[src/rtl/bus_pkg.sv]
// bus_pkg: shared FSM state encoding and master IDs for the bus arbiter.
package bus_pkg;
  typedef logic [1:0] state_t;
  localparam state_t IDLE = 2'd0;
  localparam state_t GNT_M0 = 2'd1;
  localparam state_t GNT_M1 = 2'd2;
  localparam logic MASTER0 = 1'b0;
  localparam logic MASTER1 = 1'b1;
endpackage

[src/rtl/bus_arbiter_if.sv]
// bus_arbiter_if: request/grant bundle between two masters and the arbiter.
interface bus_arbiter_if;
  logic m0_req, m1_req, m0_grant, m1_grant, msel, bus_busy, timeout_flag;
  modport master(output m0_req, m1_req, input m0_grant, m1_grant, msel, bus_busy, timeout_flag);
  modport slave(input m0_req, m1_req, output m0_grant, m1_grant, msel, bus_busy, timeout_flag);
endinterface

[src/rtl/bus_arbiter.sv]
// bus_arbiter: two-master round-robin arbiter; BUS_ARB_TIMEOUT_EN adds tenure-limit preemption.
module bus_arbiter
  import bus_pkg::*;
#(
  parameter int TIMEOUT_CYCLES = 16
) (
  input logic clk,
  input logic rst,
  bus_arbiter_if.slave bus
);
  state_t r_state, w_nxt;
  logic r_last, r_msel, r_g0, r_g1, r_busy, w_to;
  if (TIMEOUT_CYCLES < 2 || TIMEOUT_CYCLES > 255) begin : g_bad_timeout
    $error("TIMEOUT_CYCLES must be in 2..255");
  end
`ifdef BUS_ARB_TIMEOUT_EN
  localparam logic [7:0] LIM = 8'(TIMEOUT_CYCLES - 1);
  logic [7:0] r_cnt;
  logic r_tf;
  assign w_to = r_cnt == LIM && (r_state == GNT_M0 ? bus.m1_req : r_state == GNT_M1 && bus.m0_req);
  always_ff @(posedge clk) begin
    if (rst) begin
      r_cnt <= 8'd0;
      r_tf <= 1'b0;
    end else begin
      r_tf <= w_to;
      r_cnt <= w_nxt != r_state ? 8'd0 : (r_state != IDLE && r_cnt != LIM) ? r_cnt + 8'd1 : r_cnt;
    end
  end
  assign bus.timeout_flag = r_tf;
`else
  assign w_to = 1'b0;
  assign bus.timeout_flag = 1'b0;
`endif
  always_comb begin
    w_nxt = r_state == IDLE ? (bus.m0_req && bus.m1_req ? (r_last == MASTER1 ? GNT_M0 : GNT_M1) :
                               bus.m0_req ? GNT_M0 : bus.m1_req ? GNT_M1 : IDLE) :
            r_state == GNT_M0 ? (bus.m0_req && !w_to ? GNT_M0 : bus.m1_req ? GNT_M1 : IDLE) :
            r_state == GNT_M1 ? (bus.m1_req && !w_to ? GNT_M1 : bus.m0_req ? GNT_M0 : IDLE) :
            IDLE;
  end
  always_ff @(posedge clk) begin
    if (rst) begin
      r_state <= IDLE;
      r_last <= MASTER1;
      r_msel <= MASTER0;
      r_g0 <= 1'b0;
      r_g1 <= 1'b0;
      r_busy <= 1'b0;
    end else begin
      r_state <= w_nxt;
      r_g0 <= w_nxt == GNT_M0;
      r_g1 <= w_nxt == GNT_M1;
      r_busy <= w_nxt != IDLE;
      if (w_nxt != IDLE && w_nxt != r_state) begin
        r_last <= w_nxt == GNT_M1;
        r_msel <= w_nxt == GNT_M1;
      end
    end
  end
  assign bus.m0_grant = r_g0;
  assign bus.m1_grant = r_g1;
  assign bus.msel = r_msel;
  assign bus.bus_busy = r_busy;
endmodule
[src/flat_wrapper.sv]
// flat-port wrapper written by rule: the top's interface ports become plain ports
module bus_arbiter_flat import bus_pkg::*;
#(
  parameter int TIMEOUT_CYCLES = 16
)
  (clk, rst, bus_m0_req, bus_m1_req, bus_m0_grant, bus_m1_grant, bus_msel, bus_bus_busy, bus_timeout_flag);
  bus_arbiter_if bus_i ();
  input logic clk;
  input logic rst;
  input wire logic [$bits(bus_i.m0_req)-1:0] bus_m0_req;
  input wire logic [$bits(bus_i.m1_req)-1:0] bus_m1_req;
  output wire logic [$bits(bus_i.m0_grant)-1:0] bus_m0_grant;
  output wire logic [$bits(bus_i.m1_grant)-1:0] bus_m1_grant;
  output wire logic [$bits(bus_i.msel)-1:0] bus_msel;
  output wire logic [$bits(bus_i.bus_busy)-1:0] bus_bus_busy;
  output wire logic [$bits(bus_i.timeout_flag)-1:0] bus_timeout_flag;
  assign bus_i.m0_req = bus_m0_req;
  assign bus_i.m1_req = bus_m1_req;
  assign bus_m0_grant = bus_i.m0_grant;
  assign bus_m1_grant = bus_i.m1_grant;
  assign bus_msel = bus_i.msel;
  assign bus_bus_busy = bus_i.bus_busy;
  assign bus_timeout_flag = bus_i.timeout_flag;
  bus_arbiter #(.TIMEOUT_CYCLES(TIMEOUT_CYCLES)) u_core (.clk(clk), .rst(rst), .bus(bus_i));
endmodule
[config.mk]
export PLATFORM = sky130hd
export DESIGN_NAME = bus_arbiter_flat
export DESIGN_NICKNAME = d
export VERILOG_FILES = /design/src/rtl/bus_pkg.sv /design/src/rtl/bus_arbiter_if.sv /design/src/rtl/bus_arbiter.sv /design/src/flat_wrapper.sv
export SDC_FILE = /design/constraint.sdc
export NUM_CORES = 1
export LEC_CHECK = 0
export ABC_AREA = 1
export BUFFER_PORTS_ARGS = -buffer_cell sky130_fd_sc_hd__buf_2
export CAP_MARGIN = 20
export CORE_AREA = 4 4 41 43
export CTS_CLUSTER_SIZE = 28
export DETAILED_ROUTE_END_ITERATION = 10
export DIE_AREA = 0 0 45 47
export PLACE_DENSITY = 0.49
export SKIP_LAST_GASP = 1
export SYNTH_ARGS = -nofsm -noshare
export SYNTH_HDL_FRONTEND = slang
export SYNTH_SLANG_ARGS = --single-unit
[constraint.sdc]
create_clock -name clk -period 1.15 [get_ports clk]
set_clock_uncertainty 0.2 [all_clocks]
set_input_delay 0.1725 -clock clk [delete_from_list [all_inputs] [get_ports clk]]
set_output_delay 0.1725 -clock clk [all_outputs]
set_load 0.05 [all_outputs]
==> reports/results.ini <==
[detailed_routing]
postRouteAntennaNets=0
wl_um=575
drcViolationCount=0
wl_per_cell_um=9.43
vias_per_cell=4.00
first_iter_violations=3
vias=244
drt_pass1_iterations=2

[grt]
use_met2_pct=5.93
gr-usage-met3_pct=2.68
gr-usage-all-layers_pct=5.70
use_met1_pct=6.64
grt_first_pass_wirelength_um=759
antenna_found_initial=0
top_usage_layer=met4
grt_pass1_vias=198
grt_start_max_net_pins=8
overflow=0

[power_and_ir_drop]
switching_share_pct=31.0
internal-power_uw=450
p_total_uw=652
leakagePower_uw=0.000192
comb_power_share_pct=22.9
vdd_drop_max_mv=0.615
clock_power_share_pct=34.2
power.switching_uw=202
seqPwrFrac_pct=42.8
power_density_mw_per_mm2=1570

[die]
start_util_pct=19.5
core_area_sq_mm=0.00130
die_x_um=45
die_h_um=47
die_area_sq_mm=0.00212
io_pins=9
row_count=13

[worst_setup_path]
crit_family=flip-flops
cp-start-kind=register
crit_path_max_incr_delay_ns=0.36
crit_arrival_ns=1.14
required_ns=1.09
cp_max_fo=4
cp_slowest_cell=dfxtp_4
path_class=reg -> reg
end_kind=register
crit_chain=o21ai_2, nand4_1, a21oi_2, nand2_1
cp_num_buf_inv=0

[cells_and_area]
final_cells=61
num_antenna_cells=0
fillers=146
area_growth_pct=64.0
fin_nets=51
layout-drive-gt1-share_pct=52.2

[sta]
timing.final.ws_setup_ns=-0.0500
rsz0062_at_grt=true
slew_violations=0
setup_tns_ns=-0.0633
hold_slack_ns=0.0999
finalSetupViolCount=3
layout_min_cycle_time_ns=1.20
fmax_mhz=833
fin_crit_sh_pct=104
hold_viol=0

[clock_tree]
htreeDepth=1
clk_latency_ns=0.25
clock_sinks=7
cts.clk_slew.worst_paths_ns=0.06
cts_buffer_depth=2
cts_root_buf=clkbuf_4
cts_tree=built
cts_buffers=3

[placement]
gp_congestion=0.614
place_hpwl_um=354
portBuffers=7
post-place-ws_ns=-0.0572
placed_cells=55

[logic_synthesis]
ys_ff_latch=7
synthesis.nets=37
synth_area_per_cell_sq_um=7.70
synthCells=33
seq_area_frac_synth_pct=55.2
ys_types=10
ys_warn_count=0
synth_area_sq_um=254

[worst_hold_path]
min_path_type=in -> reg

[status]
outcome=finished with violations
violations=setup timing

[run]
drv_cap=0

## area by class of cell
class	count	area [sq um]	area share [%]
Tap cell	15	18.8	4.50
Sequential cell	7	149	35.7
Clock buffer	4	26.3	6.31
Inverter	4	15.0	3.60
Multi-Input combinational cell	21	130	31.2
Timing Repair Buffer	10	77.6	18.6
## layer usage
metal	routed length, um	part of all wire, %
met4	0	0
met5	0	0
met2	256	45
met3	46	8.0
met1	273	47
## cell families after synthesis
group | Yosys count | synth area share [%]
AOI/OAI and AO/OA | 5 | 9.85
and+or+nand+nor | 15 | 24.6
buffers and inverters | 5 | 8.87
other | 1 | 1.48
DFF | 7 | 55.2
## worst paths after layout
check	start	end	slack [ns]	depth (start not counted)
hold reg to reg	u_core.r_last	u_core.r_last	0.27	2
setup / recovery	u_core.r_state[0]	u_core.r_last	-0.05	4
setup reg to reg	u_core.r_state[0]	u_core.r_last	-0.05	4
hold / removal	bus_m0_req	u_core.r_state[0]	0.1	3
## flip-flops by register name (all words and copies together), names as in the netlist
register and count:
u_core.bus.bus_busy 1, u_core.bus.m0_grant 1, u_core.bus.m1_grant 1, u_core.bus.msel 1, u_core.r_last 1, u_core.r_state 2
## cells in the mapped netlist, drive strengths merged
library cell	instances	share of area [%]
a21oi	3	5.9
nand3	3	5.9
conb	1	1.5
inv	4	5.9
o21ai	2	3.9
buf	1	3.0
nand2	4	5.9
dfxtp	7	55
nand4	1	2.5
nor2	7	10
## layout by cell type (no fill, tap or decap)
cell,n
buf_4,4
nor2_2,1
dfxtp_1,4
a21oi_2,3
conb_1,1
dlygate4sd3_1,1
nand2_1,4
nand4_1,1
buf_2,3
dfxtp_4,2
nor2_1,5
nand3_1,1
nand3_2,2
buf_6,2
o21ai_2,2
dfxtp_2,1
nor2_4,1
inv_1,4
clkbuf_1,1
clkbuf_4,3
## what timing repair did
item / in CTS / in global routing
hold buffers: 1 / 0
hold endpoints to repair: 7 / 0
gates resized for setup: 9 / 14
setup buffers: 0 / 1
pin swaps: 1 / 3
endpoints found under the setup margin: 7 / 5
## worst reg2reg max path: cells and delay by family (launching register included)
kind / cells / cell delay, ns
and+or+nand+nor: 2 / 0.21
AOI/OAI and AO/OA: 2 / 0.31
DFF: 1 / 0.36
## power by group through the flow
stage	registers [uW]	clock network, uW	logic (uW)
6_report	280	223	149
3_3_place_gp	278	0	114
4_1_cts	276	233	126
2_1_floorplan	316	0	44.7
5_1_grt	282	243	160
3_5_place_dp	277	0	114
## per-stage QoR
stage	instance area, sq um	utilization (%)
after global routing	417	32.0
final	417	32.0
after global placement	308	23.7
after floorplan	254	-
after CTS	363	27.9
after detailed placement	308	23.7
Note: power is estimated with default switching activity, not from simulation.
